[src/rtl/puf128_resp_streamer.sv]
// Captures the PUF response on a puf_done rising edge and streams it MSW-first as WORD_W words.
// Optional build macro PUF_STREAM_CRC_EN appends a CRC-16/CCITT-FALSE trailer word.
module puf128_resp_streamer #(
    parameter int unsigned RESP_W = 128,
    parameter int unsigned WORD_W = 16
) (
    input  logic              clk,
    input  logic              rst_n,
    input  logic [RESP_W-1:0] puf_out,
    input  logic              puf_done,
    output logic [WORD_W-1:0] out_data,
    output logic              out_valid,
    input  logic              out_ready,
    output logic              out_last,
    output logic              busy,
    output logic              overrun
);

    localparam int unsigned NWORDS = RESP_W / WORD_W;
    localparam int unsigned CNT_W  = $clog2(NWORDS + 1);
    localparam logic [CNT_W-1:0] LAST_IDX = CNT_W'(NWORDS - 1);

`ifdef PUF_STREAM_CRC_EN
    typedef enum logic [1:0] {ST_IDLE, ST_SEND, ST_TRAIL} state_t;
`else
    typedef enum logic [1:0] {ST_IDLE, ST_SEND} state_t;
`endif

    state_t            state_q, state_d;
    logic [RESP_W-1:0] shadow_q, shadow_d;
    logic [CNT_W-1:0]  cnt_q, cnt_d;
    logic              done_q, done_d;
    logic              overrun_q, overrun_d;
    logic [WORD_W-1:0] cur_word;
    logic              rise;

`ifdef PUF_STREAM_CRC_EN
    logic [15:0] crc_q, crc_d;

    // CRC-16/CCITT-FALSE, one data bit per step, MSB of the word first.
    function automatic logic [15:0] crc16_word(input logic [15:0] crc_in,
                                               input logic [WORD_W-1:0] data);
        logic [15:0] c;
        c = crc_in;
        for (int unsigned i = 0; i < WORD_W; i++) begin
            if (c[15] ^ data[WORD_W-1-i]) c = {c[14:0], 1'b0} ^ 16'h1021;
            else                          c = {c[14:0], 1'b0};
        end
        return c;
    endfunction
`endif

    always_ff @(posedge clk or negedge rst_n) begin
        if (!rst_n) begin
            state_q   <= ST_IDLE;
            shadow_q  <= '0;
            cnt_q     <= '0;
            done_q    <= 1'b0;
            overrun_q <= 1'b0;
`ifdef PUF_STREAM_CRC_EN
            crc_q     <= '1;
`endif
        end else begin
            state_q   <= state_d;
            shadow_q  <= shadow_d;
            cnt_q     <= cnt_d;
            done_q    <= done_d;
            overrun_q <= overrun_d;
`ifdef PUF_STREAM_CRC_EN
            crc_q     <= crc_d;
`endif
        end
    end

    always_comb begin
        cur_word = '0;
        for (int unsigned i = 0; i < NWORDS; i++) begin
            if (cnt_q == CNT_W'(i)) cur_word = shadow_q[RESP_W-1-i*WORD_W -: WORD_W];
        end
    end

    always_comb begin
        state_d   = state_q;
        shadow_d  = shadow_q;
        cnt_d     = cnt_q;
        done_d    = puf_done;
        overrun_d = overrun_q;
`ifdef PUF_STREAM_CRC_EN
        crc_d     = crc_q;
`endif
        out_valid = 1'b0;
        out_data  = '0;
        out_last  = 1'b0;
        busy      = 1'b0;
        rise      = puf_done & ~done_q;

        case (state_q)
            ST_IDLE: begin
                if (rise) begin
                    state_d  = ST_SEND;
                    shadow_d = puf_out;
                    cnt_d    = '0;
`ifdef PUF_STREAM_CRC_EN
                    crc_d    = '1;
`endif
                end
            end
            ST_SEND: begin
                busy      = 1'b1;
                out_valid = 1'b1;
                out_data  = cur_word;
`ifndef PUF_STREAM_CRC_EN
                out_last  = (cnt_q == LAST_IDX);
`endif
                if (out_ready) begin
                    cnt_d = cnt_q + 1'b1;
`ifdef PUF_STREAM_CRC_EN
                    crc_d = crc16_word(crc_q, cur_word);
                    if (cnt_q == LAST_IDX) state_d = ST_TRAIL;
`else
                    if (cnt_q == LAST_IDX) state_d = ST_IDLE;
`endif
                end
            end
`ifdef PUF_STREAM_CRC_EN
            ST_TRAIL: begin
                busy      = 1'b1;
                out_valid = 1'b1;
                out_data  = WORD_W'(crc_q);
                out_last  = 1'b1;
                if (out_ready) state_d = ST_IDLE;
            end
`endif
            default: state_d = ST_IDLE;
        endcase

        // An edge during the final accept still sees a non-idle state, so it counts as overrun.
        if (rise && state_q != ST_IDLE) overrun_d = 1'b1;
    end

    assign overrun = overrun_q;

endmodule

[config.mk]
export PLATFORM = sky130hd
export DESIGN_NAME = puf128_resp_streamer
export DESIGN_NICKNAME = d
export VERILOG_FILES = /design/src/rtl/puf128_resp_streamer.sv
export SDC_FILE = /design/constraint.sdc
export NUM_CORES = 1
export LEC_CHECK = 0
export ABC_CLOCK_PERIOD_IN_PS = 2500
export CAP_MARGIN = 20
export CORE_UTILIZATION = 50
export DETAILED_ROUTE_END_ITERATION = 8
export PLACE_DENSITY = 0.9
export SETUP_SLACK_MARGIN = 0.4
export SLEW_MARGIN = 25
export SYNTH_ARGS = -nofsm -noshare
export SYNTH_HDL_FRONTEND = slang
export SYNTH_SLANG_ARGS = --single-unit
[constraint.sdc]
create_clock -name clk -period 2.5 [get_ports clk]
set_clock_uncertainty 0.05 [all_clocks]
set_input_delay 0.25 -clock clk [delete_from_list [all_inputs] [get_ports clk]]
set_output_delay 0.25 -clock clk [all_outputs]
set_load 0.1 [all_outputs]
==> metrics.cfg <==
[global_routing]
grt_max_degree=87
grt_antenna_before_repair=0
grt_pass1_vias=5414
grt_usage_pct=30.5
grt-ovfl-total=0
grt_pass1_wl_um=29500

[route]
wirelength_um=19700
drc_errors=0
drt_first_pass_iters=5
wl_per_cell_um=23.2
ant_nets=0
vias_per_cell=6.04
drt_iter0_markers=397
num_vias=5131

[synth]
syn_inst=519
synth-async-reset-ratio_pct=100
syn_nets=655
syn_area_um2=6400
synth-edff-count=0
ys_ff_latch=135
avgSynthCellArea_um2=12.3
synthFlopType=dfrtp_1
yosysSeqAreaShare_pct=52.7
synth_warnings=0
yosysUniqueCellTypes=34

[power_and_ir_drop]
internal-power_mw=8.91
swShare_pct=44.1
peakVddDrop_mv=1.03
pwr-share-seq_pct=25.7
clockPowerShare_pct=15.3
combPwrFrac_pct=59.0
p_sw_mw=7.03
p_leak_nw=3.84
power_mw=15.9
power_density_nw_per_um2=1640

[sta]
finalSetupViolations=16
fin_crit_sh_pct=111
max_slew_margin_pct=54.5
tightest_slew_ps=682
hold_viol=0
fin_ws_ps=-269
max_freq_mhz=361
timing.hold.ws_ps=298
min_period_ps=2770
slew_violations=0
rsz0062_at_grt=yes

[clock_network]
clkTransAtPathRegs_ps=60
cts-root-buf=clkbuf_16
cts_buffer_depth=2
cts_max_level=4
cts_tree=done
cts_buffers=17
clkSinkCount=135
clk_latency_ps=420

[floorplanning]
core_um2=12300
die_x_um=115
dieArea_um2=13300
start_util_pct=52.2
ios=152
rows=40
die_height_um=115

[hold_path]
hold_path.class=input port to flop
hold_end=done_q
min_path_cells=1
hp-start=puf_done

[critical_path]
reg2reg_from=state_q[0]
ff2ff_path_depth=3
startpoint_type=flop
r2r_end=shadow_q[43]
cp.arrival_ps=2470
rrSetupSlack_ps=370
critPathRequiredTime_ps=2200
path_max_fanout=11
end_kind=output pin
critPathKind=flop to output pin

[run_status]
outcome=finished with violations
violations=setup timing

[job]
maxCapViolations=0

[placed_design]
place_inst=807
io_buffers=151
globalplace.congestion=0.866
place_hpwl_um=12000

[cells_and_area]
instances_no_fill=850
final_util_pct=79.1
n_antenna_cell=0
areaGrowthSynthToFinish_pct=51.5
fin_nets=806
layout-drive-gt1-share_pct=40.0

## power groups by stage
stage          Clock [mW]  Combinational (mW)  Sequential, mW
2_1_floorplan           0                5.95            3.69
3_3_place_gp            0                8.26            3.83
3_5_place_dp            0                8.44            3.93
4_1_cts              2.45                9.07            4.00
5_1_grt              2.56                9.73            4.21
6_report             2.43                9.41            4.09
## state kept, by name (all words and copies together) (netlist names)
signal	flops
done_q	1
state_q	1
shadow_q	128
cnt_q	4
overrun	1
## kinds of logic (layout without fill, tap and decap cells)
family                     after synthesis  count (layout)  synth area share [%]
muxes                                  112             112                  19.7
AOI/OAI and AO/OA                      118             118                  13.1
buffers and inverters                   64             226                  4.59
xor gates and xnor gates                 2               2                 0.274
and+or+nand+nor                         84              85                  8.81
adders and majority gates                4               4                 0.781
DFF                                    135             135                  52.7
## critical path, stage by stage (launching register included)
cell and delay, ps:
dfrtp_1 580, or3_4 540, a221o_1 360, a311oi_4 350
buf_12 210
## area by class of cell
| type | count | area, µm² |
|---|---|---|
| clock buffers | 23 | 468 |
| clock inverters | 8 | 98.8 |
| fillers | 724 | 2560 |
| inverters | 18 | 72.6 |
| multi-input cells | 321 | 3400 |
| flip-flops and latches | 135 | 3390 |
| well taps | 168 | 210 |
| repair buffers | 177 | 2070 |
## metal layers
metal | GRT usage (%) | vias up | routed length, µm
li1 | - | 2223 | -
met5 | 0 | - | 0
met4 | 11.6 | 0 | 463
met2 | 49.3 | 220 | 9750
met3 | 7.43 | 41 | 1230
met1 | 39.9 | 2647 | 8300
## cell usage in the layout (no fill, tap or decap), types with 2 or more instances in the layout
master,synthesis,final
a21oi_1,32,18
a21oi_2,0,14
a221o_1,16,16
a22oi_1,16,9
a22oi_2,0,7
a311oi_4,0,16
buf_12,0,21
buf_16,0,3
buf_4,1,9
buf_6,4,8
buf_8,0,3
bufinv_16,0,2
clkbuf_1,24,4
clkbuf_16,0,19
clkbuf_8,0,2
clkdlybuf4s50_1,0,130
clkinv_2,0,3
clkinvlp_4,0,2
dfrtp_1,135,131
dfrtp_2,0,3
ha_4,0,4
inv_1,18,16
inv_4,0,2
mux2_2,112,84
mux2_4,0,28
nand2_1,18,18
nand2b_1,17,17
nand3_1,3,3
nand3b_1,19,19
nor3b_4,0,2
o21ai_0,19,19
o221ai_2,0,15
or3_4,1,2
or3b_2,17,17
xor2_1,2,2
## through the flow
step / setup TNS, ps / setup slack, ps / area [µm²]
floorplan: -5210 / -372 / 6710
global placement: 0 / 62.8 / 8550
detailed placement: -102 / -28.2 / 8550
CTS: -3550 / -241 / 9470
global route: -4530 / -321 / 9700
finish: -3780 / -269 / 9700
## cell usage after synthesis (2+ instances only)
cell        n  area share (%)
dfrtp_1   135              53
mux2_2    112              20
a21oi_1    32             2.5
clkbuf_1   24             1.4
nand3b_1   19             2.2
o21ai_0    19             1.5
inv_1      18             1.1
nand2_1    18             1.1
nand2b_1   17             1.7
or3b_2     17             2.3
a221o_1    16             2.5
a22oi_1    16             1.9
a311oi_1   16             2.2
o221ai_1   16             2.2
buf_2      15             1.2
buf_6       4            0.70
ha_1        4            0.78
nand3_1     3            0.23
nor2b_1     2            0.20
xor2_1      2            0.27
## what timing repair did
item                                   4_1_cts  5_1_grt
endpoints found under the hold margin       70        0
gates resized for setup                     52       51
pin swaps                                   22       17
cloned                                       6        1
hold buffers                                 1        0
buffers inserted                             3        1
setup endpoints to repair                   16       66
## how the worst max path moves through the flow
stage / start / endpoint / slack [ps] / depth (start not counted)
2_1_floorplan: cnt_q[1] / out_data[10] / -370 / 7
3_3_place_gp: cnt_q[0] / out_data[7] / 60 / 6
3_5_place_dp: cnt_q[0] / out_data[12] / -30 / 6
4_1_cts: cnt_q[1] / out_data[11] / -240 / 8
5_1_grt: cnt_q[1] / out_data[7] / -320 / 8
6_report: cnt_q[3] / out_data[1] / -270 / 4
(Power assumes the default switching activity.)
